`src/rtl/keep_alive_master.sv`:
```
// keep_alive_master: host-side keep-alive initiator.
// Pings through the TX arbiter, times the reply and tracks link health.
module keep_alive_master #(
  parameter int PERIOD     = 1000000,
  parameter int TIMEOUT    = 100000,
  parameter int MAX_MISS   = 3,
  parameter bit SEND_RESET = 1'b1
) (
  input  logic        n_rst,
  input  logic        clk,
  input  logic        enable,
  input  logic [7:0]  rx_data,
  input  logic        rx_ena,
  output logic        have_msg,
  input  logic        rdreq,
  output logic [7:0]  data_out,
  output logic [7:0]  len,
  output logic        link_ok,
  output logic        link_lost,
  output logic [3:0]  miss_cnt,
  output logic [15:0] rtt,
  output logic        rtt_valid
);

  localparam logic [7:0] B_PING  = 8'hAE;
  localparam logic [7:0] B_REPLY = 8'hEA;
  localparam logic [7:0] B_RESET = 8'hF0;

  localparam int TW = $clog2(TIMEOUT + 1);
  localparam int PW = (PERIOD > 1) ? $clog2(PERIOD) : 1;

  localparam logic [TW-1:0] TMO   = TW'(TIMEOUT);
  localparam logic [PW-1:0] PLAST = PW'(PERIOD - 1);
  localparam logic [3:0]    MMAX  = 4'(MAX_MISS);

  typedef enum logic [2:0] {
    S_IDLE,
    S_PING_REQ,
    S_WAIT_REPLY,
    S_RST_REQ,
    S_WAIT_PERIOD
  } state_t;

  state_t        r_state;
  logic [TW-1:0] r_timer;
  logic [PW-1:0] r_per;
  logic          r_have;
  logic [7:0]    r_data;
  logic          r_ok;
  logic          r_lost;
  logic [3:0]    r_miss;
  logic [15:0]   r_rtt;
  logic          r_rtt_valid;

  logic [TW-1:0] w_tick;
  logic [31:0]   w_tick32;
  logic [15:0]   w_rtt;
  logic          w_reply;
  logic          w_tmo;
  logic [3:0]    w_miss_inc;

  // Timer value seen in the current WAIT_REPLY cycle (1 on the first)
  assign w_tick     = r_timer + TW'(1);
  assign w_tick32   = 32'(w_tick);
  assign w_rtt      = (w_tick32 > 32'h0000_FFFF) ? 16'hFFFF : w_tick32[15:0];
  assign w_reply    = rx_ena && (rx_data == B_REPLY);
  assign w_tmo      = (w_tick == TMO);
  assign w_miss_inc = (r_miss == 4'hF) ? 4'hF : r_miss + 4'd1;

  assign have_msg  = r_have;
  assign data_out  = r_data;
  assign len       = 8'h01;
  assign link_ok   = r_ok;
  assign link_lost = r_lost;
  assign miss_cnt  = r_miss;
  assign rtt       = r_rtt;
  assign rtt_valid = r_rtt_valid;

  always_ff @(posedge clk or negedge n_rst) begin
    if (!n_rst) begin
      r_state     <= S_IDLE;
      r_timer     <= '0;
      r_per       <= '0;
      r_have      <= 1'b0;
      r_data      <= B_PING;
      r_ok        <= 1'b0;
      r_lost      <= 1'b0;
      r_miss      <= 4'd0;
      r_rtt       <= 16'd0;
      r_rtt_valid <= 1'b0;
    end else begin
      r_rtt_valid <= 1'b0;
      if (!enable) begin
        // Abort: drop any pending byte, keep only the last rtt
        r_state <= S_IDLE;
        r_timer <= '0;
        r_per   <= '0;
        r_have  <= 1'b0;
        r_data  <= B_PING;
        r_ok    <= 1'b0;
        r_lost  <= 1'b0;
        r_miss  <= 4'd0;
      end else begin
        unique case (r_state)
          S_IDLE: begin
            r_state <= S_PING_REQ;
            r_have  <= 1'b1;
            r_data  <= B_PING;
          end
          S_PING_REQ: begin
            if (rdreq) begin
              r_state <= S_WAIT_REPLY;
              r_have  <= 1'b0;
              r_timer <= '0;
            end
          end
          S_WAIT_REPLY: begin
            r_timer <= w_tick;
            if (w_reply) begin
              r_rtt       <= w_rtt;
              r_rtt_valid <= 1'b1;
              r_miss      <= 4'd0;
              r_ok        <= 1'b1;
              r_lost      <= 1'b0;
              r_per       <= '0;
              r_state     <= S_WAIT_PERIOD;
            end else if (w_tmo) begin
              r_miss <= w_miss_inc;
              r_ok   <= 1'b0;
              r_per  <= '0;
              if (w_miss_inc >= MMAX) begin
                r_lost <= 1'b1;
                if (SEND_RESET) begin
                  r_state <= S_RST_REQ;
                  r_have  <= 1'b1;
                  r_data  <= B_RESET;
                end else begin
                  r_state <= S_WAIT_PERIOD;
                end
              end else begin
                r_state <= S_WAIT_PERIOD;
              end
            end
          end
          S_RST_REQ: begin
            if (rdreq) begin
              r_state <= S_WAIT_PERIOD;
              r_have  <= 1'b0;
              r_data  <= B_PING;
              r_miss  <= 4'd0;
              r_per   <= '0;
            end
          end
          S_WAIT_PERIOD: begin
            if (r_per == PLAST) begin
              r_state <= S_PING_REQ;
              r_have  <= 1'b1;
              r_data  <= B_PING;
            end else begin
              r_per <= r_per + PW'(1);
            end
          end
          default: r_state <= S_IDLE;
        endcase
      end
    end
  end

endmodule
```
`config.mk`:
```
export PLATFORM = sky130hd
export DESIGN_NAME = keep_alive_master
export DESIGN_NICKNAME = d
export VERILOG_FILES = /design/src/rtl/keep_alive_master.sv
export SDC_FILE = /design/constraint.sdc
export NUM_CORES = 1
export LEC_CHECK = 0
export ABC_AREA = 1
export BUFFER_PORTS_ARGS = -buffer_cell sky130_fd_sc_hd__buf_2
export CORE_UTILIZATION = 42
export DETAILED_ROUTE_END_ITERATION = 16
export PLACE_DENSITY = 0.64
export SLEW_MARGIN = 20
export SYNTH_ARGS = -nofsm -noshare
export SYNTH_HDL_FRONTEND = slang
export SYNTH_SLANG_ARGS = --single-unit
```
`constraint.sdc`:
```
create_clock -name clk -period 1.78 [get_ports clk]
set_input_delay 0.267 -clock clk [delete_from_list [all_inputs] [get_ports clk]]
set_output_delay 0.267 -clock clk [all_outputs]
set_load 0.02 [all_outputs]
```
==> summary.md <==
| Metric | Value |
|---|---|
| Clock root cell | clkbuf_8 |
| CTS Buffer Depth | 2 |
| Worst Path Max Fanout | 6 |
| CP Launch Type | flop |
| Area Overhead vs Synth | 44.0% |
| CP cell instances | nand2_1, nor2_1, nand3_2, nand2_2, nand2_2, nor2_2, nand2_2, nor2_4, nand2_2, nand3_4, buf_4, nand2_4, nand2_2, nand2_2 |
| Avg Cell Area, Syn | 7.26 um2 |
| Clk sink count | 66 |
| Final Setup Violations | 48 |
| First-iteration detailed-routing DRC count | 164 |
| Total gr overflow | 0 |
| ANT nets after route | 0 |
| Post-DP Area | roughly 5100 um2 |
| Top Ports | 53 |
| Largest net degree at the start of global routing | 43 |
| Router iterations before antenna repair | 5 |
| Lkg Pwr | 3.16 nW |
| Most frequent cells after synthesis | 130 x nand2_1, 78 x inv_1, 65 x dfrtp_1 |
| Mapped Cells | about 590 |
| Hpwl dp | roughly 8.3 mm |
| FILL cells | slightly below 900 |
| Fin Setup TNS | -19120 ps |
| Max stage delay on crit path | about 550 ps |
| Final WS setup | -468 ps |
| Crit path top cell by count | nand2_2 |
| Post-synth top area share | a little under two fifths |
| Gr usage total | 25.1% |
| Initial antenna violation count | 0 |
| Multi-input logic area | between 2000 and 3000 um2 |
| ANT cells | 0 |
| Net Sw Frac | 37.8% |
| Register area share after synthesis | 38.5% |
| Slew @ Worst Pin | roughly 730 ps |
| DR DRC count | 0 |
| Dominant cells by area after synthesis | dfrtp_1 38%, nand2_1 11%, inv_1 6.8% |
| Fin nets | 766 |
| H-Tree Depth | 3 |
| Final wirelength | 13.4 mm |
| Reg area | 1660 um2 |
| Worst Setup End Kind | flop |
| Asr flop ratio synth | between 90% and 100% |
| Max cap viols | 0 |
| Core ar. | 9820 um2 |
| Fraction of layout instances using a drive strength above 1 | 43.8% |
| Port Buffer Count | 41 |
| CTS tree | built |
| Worst-Skew Late Latency | 360 ps |
| Peak VDD IR | 0.000991 V |
| Die span in y | 103 um |
| GPL Wtd Cong | 0.913 |
| Pwr Density | 775 nW/um2 |
| Library cells used by synthesis | 39 |
| Main flop type after synthesis | dfrtp_1 |
| Final Util | 62.9% |
| WP data arrival | 2500 ps |
| Width of the die | 103 um |
| Final Hold Viols | 0 |
| WS Path Type | reg2reg |
| Violated checks | setup timing |
| Cell accounting for the most synthesized area | dfrtp_1 |
| CTS clk-pin slew, worst paths | 80 ps |
| Die area | 10600 um2 |
| Initial Util | between 40 and 50% |
| Clock Power Share | roughly 28% |
| Seq pwr share | a little over a third |
| Std-Cell Rows | 36 |
| Synth warnings | 0 |
| Mapped Area | 4290 um2 |
| Period minus WS final | 2250 ps |
| R2R Setup Slk | -470 ps |
| RSZ-0062 raised after global routing | yes |
| First-pass GRT wire length | slightly above 20 mm |
| WL per Instance | 15.1 um |
| Tcrit/Tclk final | 126% |
| DR vias | 4528 |
| Pint | 2.98 mW |
| Top-count cell post-synth | nand2_1 |
| Dpl ws | -362 ps |
| #FFs+latches synth | 66 |
| Final slew viol count | 0 |
| Buffers and inverters on the worst path | 1 |
| Fin area | between 6000 and 7000 um2 |
| Achievable frequency | 0.445 GHz |
| Critical path's top delay family | simple AND/OR/NAND/NOR gates |
| Crit path required time | 2030 ps |
| Vias in the first global route | 4291 |
| Slew HR | around 51% |
| Critical Path Slowest Stage Cell | dfrtp_1 |
| EDFF count, synth | 0 |
| CTS Buf Count | 9 |
| Status | complete, but fails checks |
| Worst Skew | about 7.3 ps |
| Vias/cell | ~5 |
| Sw Pwr | ~1.8 mW |
| HP Class | in2reg |
| Logic pwr share | 35.9% |
kinds of logic after synthesis:
logic type	share of synthesized area [%]
AND/OR/NAND/NOR	39.0
buffers and inverters	12.0
flip-flops	38.5
AO/OA/AOI/OAI	7.00
XOR/XNOR	2.22
adder cells (fa/ha/maj)	1.17
other	0.175
metal layers:
metal  track usage (%)  part of all wire (%)  up-vias
li1                  -                     -     2179
met1              29.3                    40     2162
met2              44.6                    53      147
met3              5.15                   4.5       40
met4              10.6                   3.0        0
met5                 0                     0        -
worst paths after layout:
path	end	cells after the start	from
worst min-delay path	link_lost	3	enable
worst min register to register	have_msg	2	have_msg
max in group asynchronous	data_out[3]	3	n_rst
min in group asynchronous	r_timer[13]	2	n_rst
worst max register to register	r_per[16]	14	r_timer[13]
worst max-delay path	r_per[16]	14	r_timer[13]
area by class of cell:
cell class	count	area share, %
clock inverters	4	0.810
well taps	133	2.69
multi-input cells	428	42.4
repair buffers	162	19.8
flip-flops and latches	66	26.8
inverters	82	5.06
clock buffers	12	2.51
flip-flops by register name, indices dropped and copies added (netlist names):
| name | flops |
|---|---|
| rtt_valid | 1 |
| link_ok | 1 |
| r_state | 3 |
| r_per | 20 |
| data_out | 2 |
| rtt | 16 |
| miss_cnt | 4 |
| r_timer | 17 |
| link_lost | 1 |
| have_msg | 1 |
stage by stage:
step	cells	hold WS (ps)	total power, mW
after CTS	864	261	4.42
after floorplan	600	-28.6	2.68
after global placement	827	189	3.01
after detailed placement	827	198	3.04
after global routing	887	257	5.04
final	887	251	4.79
power by group through the flow:
stage	registers [mW]	logic (mW)	clock network (mW)
after detailed placement	1.74	1.30	0
final	1.72	1.72	1.35
after global placement	1.73	1.28	0
after floorplan	1.82	0.853	0
after global routing	1.74	1.86	1.43
after CTS	1.71	1.35	1.36
tightest hold or removal path: stages:
cell and delay [ps]:
buf_2 140, nand2_1 90, o21ai_1 70
cells in the final DEF, fill, tap and decap left out, types with 12 or more instances in the layout:
master	synthesis	routed
nand4_1	14	14
nand3_2	2	12
nor2_4	5	13
dfrtp_1	65	63
or2_2	16	15
buf_2	3	42
buf_4	14	102
nor2_1	64	56
nand2_2	42	59
inv_1	78	70
nor3_1	15	13
nand3_1	49	37
nand2_1	130	104
repair_timing:
item,4_1_cts,5_1_grt
hold endpoints to repair,11,0
pin swaps,22,31
buffers inserted,21,19
gates cloned,1,4
endpoints found under the setup margin,47,65
hold buffers,1,0
gates resized for setup,57,63
No activity file was read; power rests on OpenSTA's default activity.
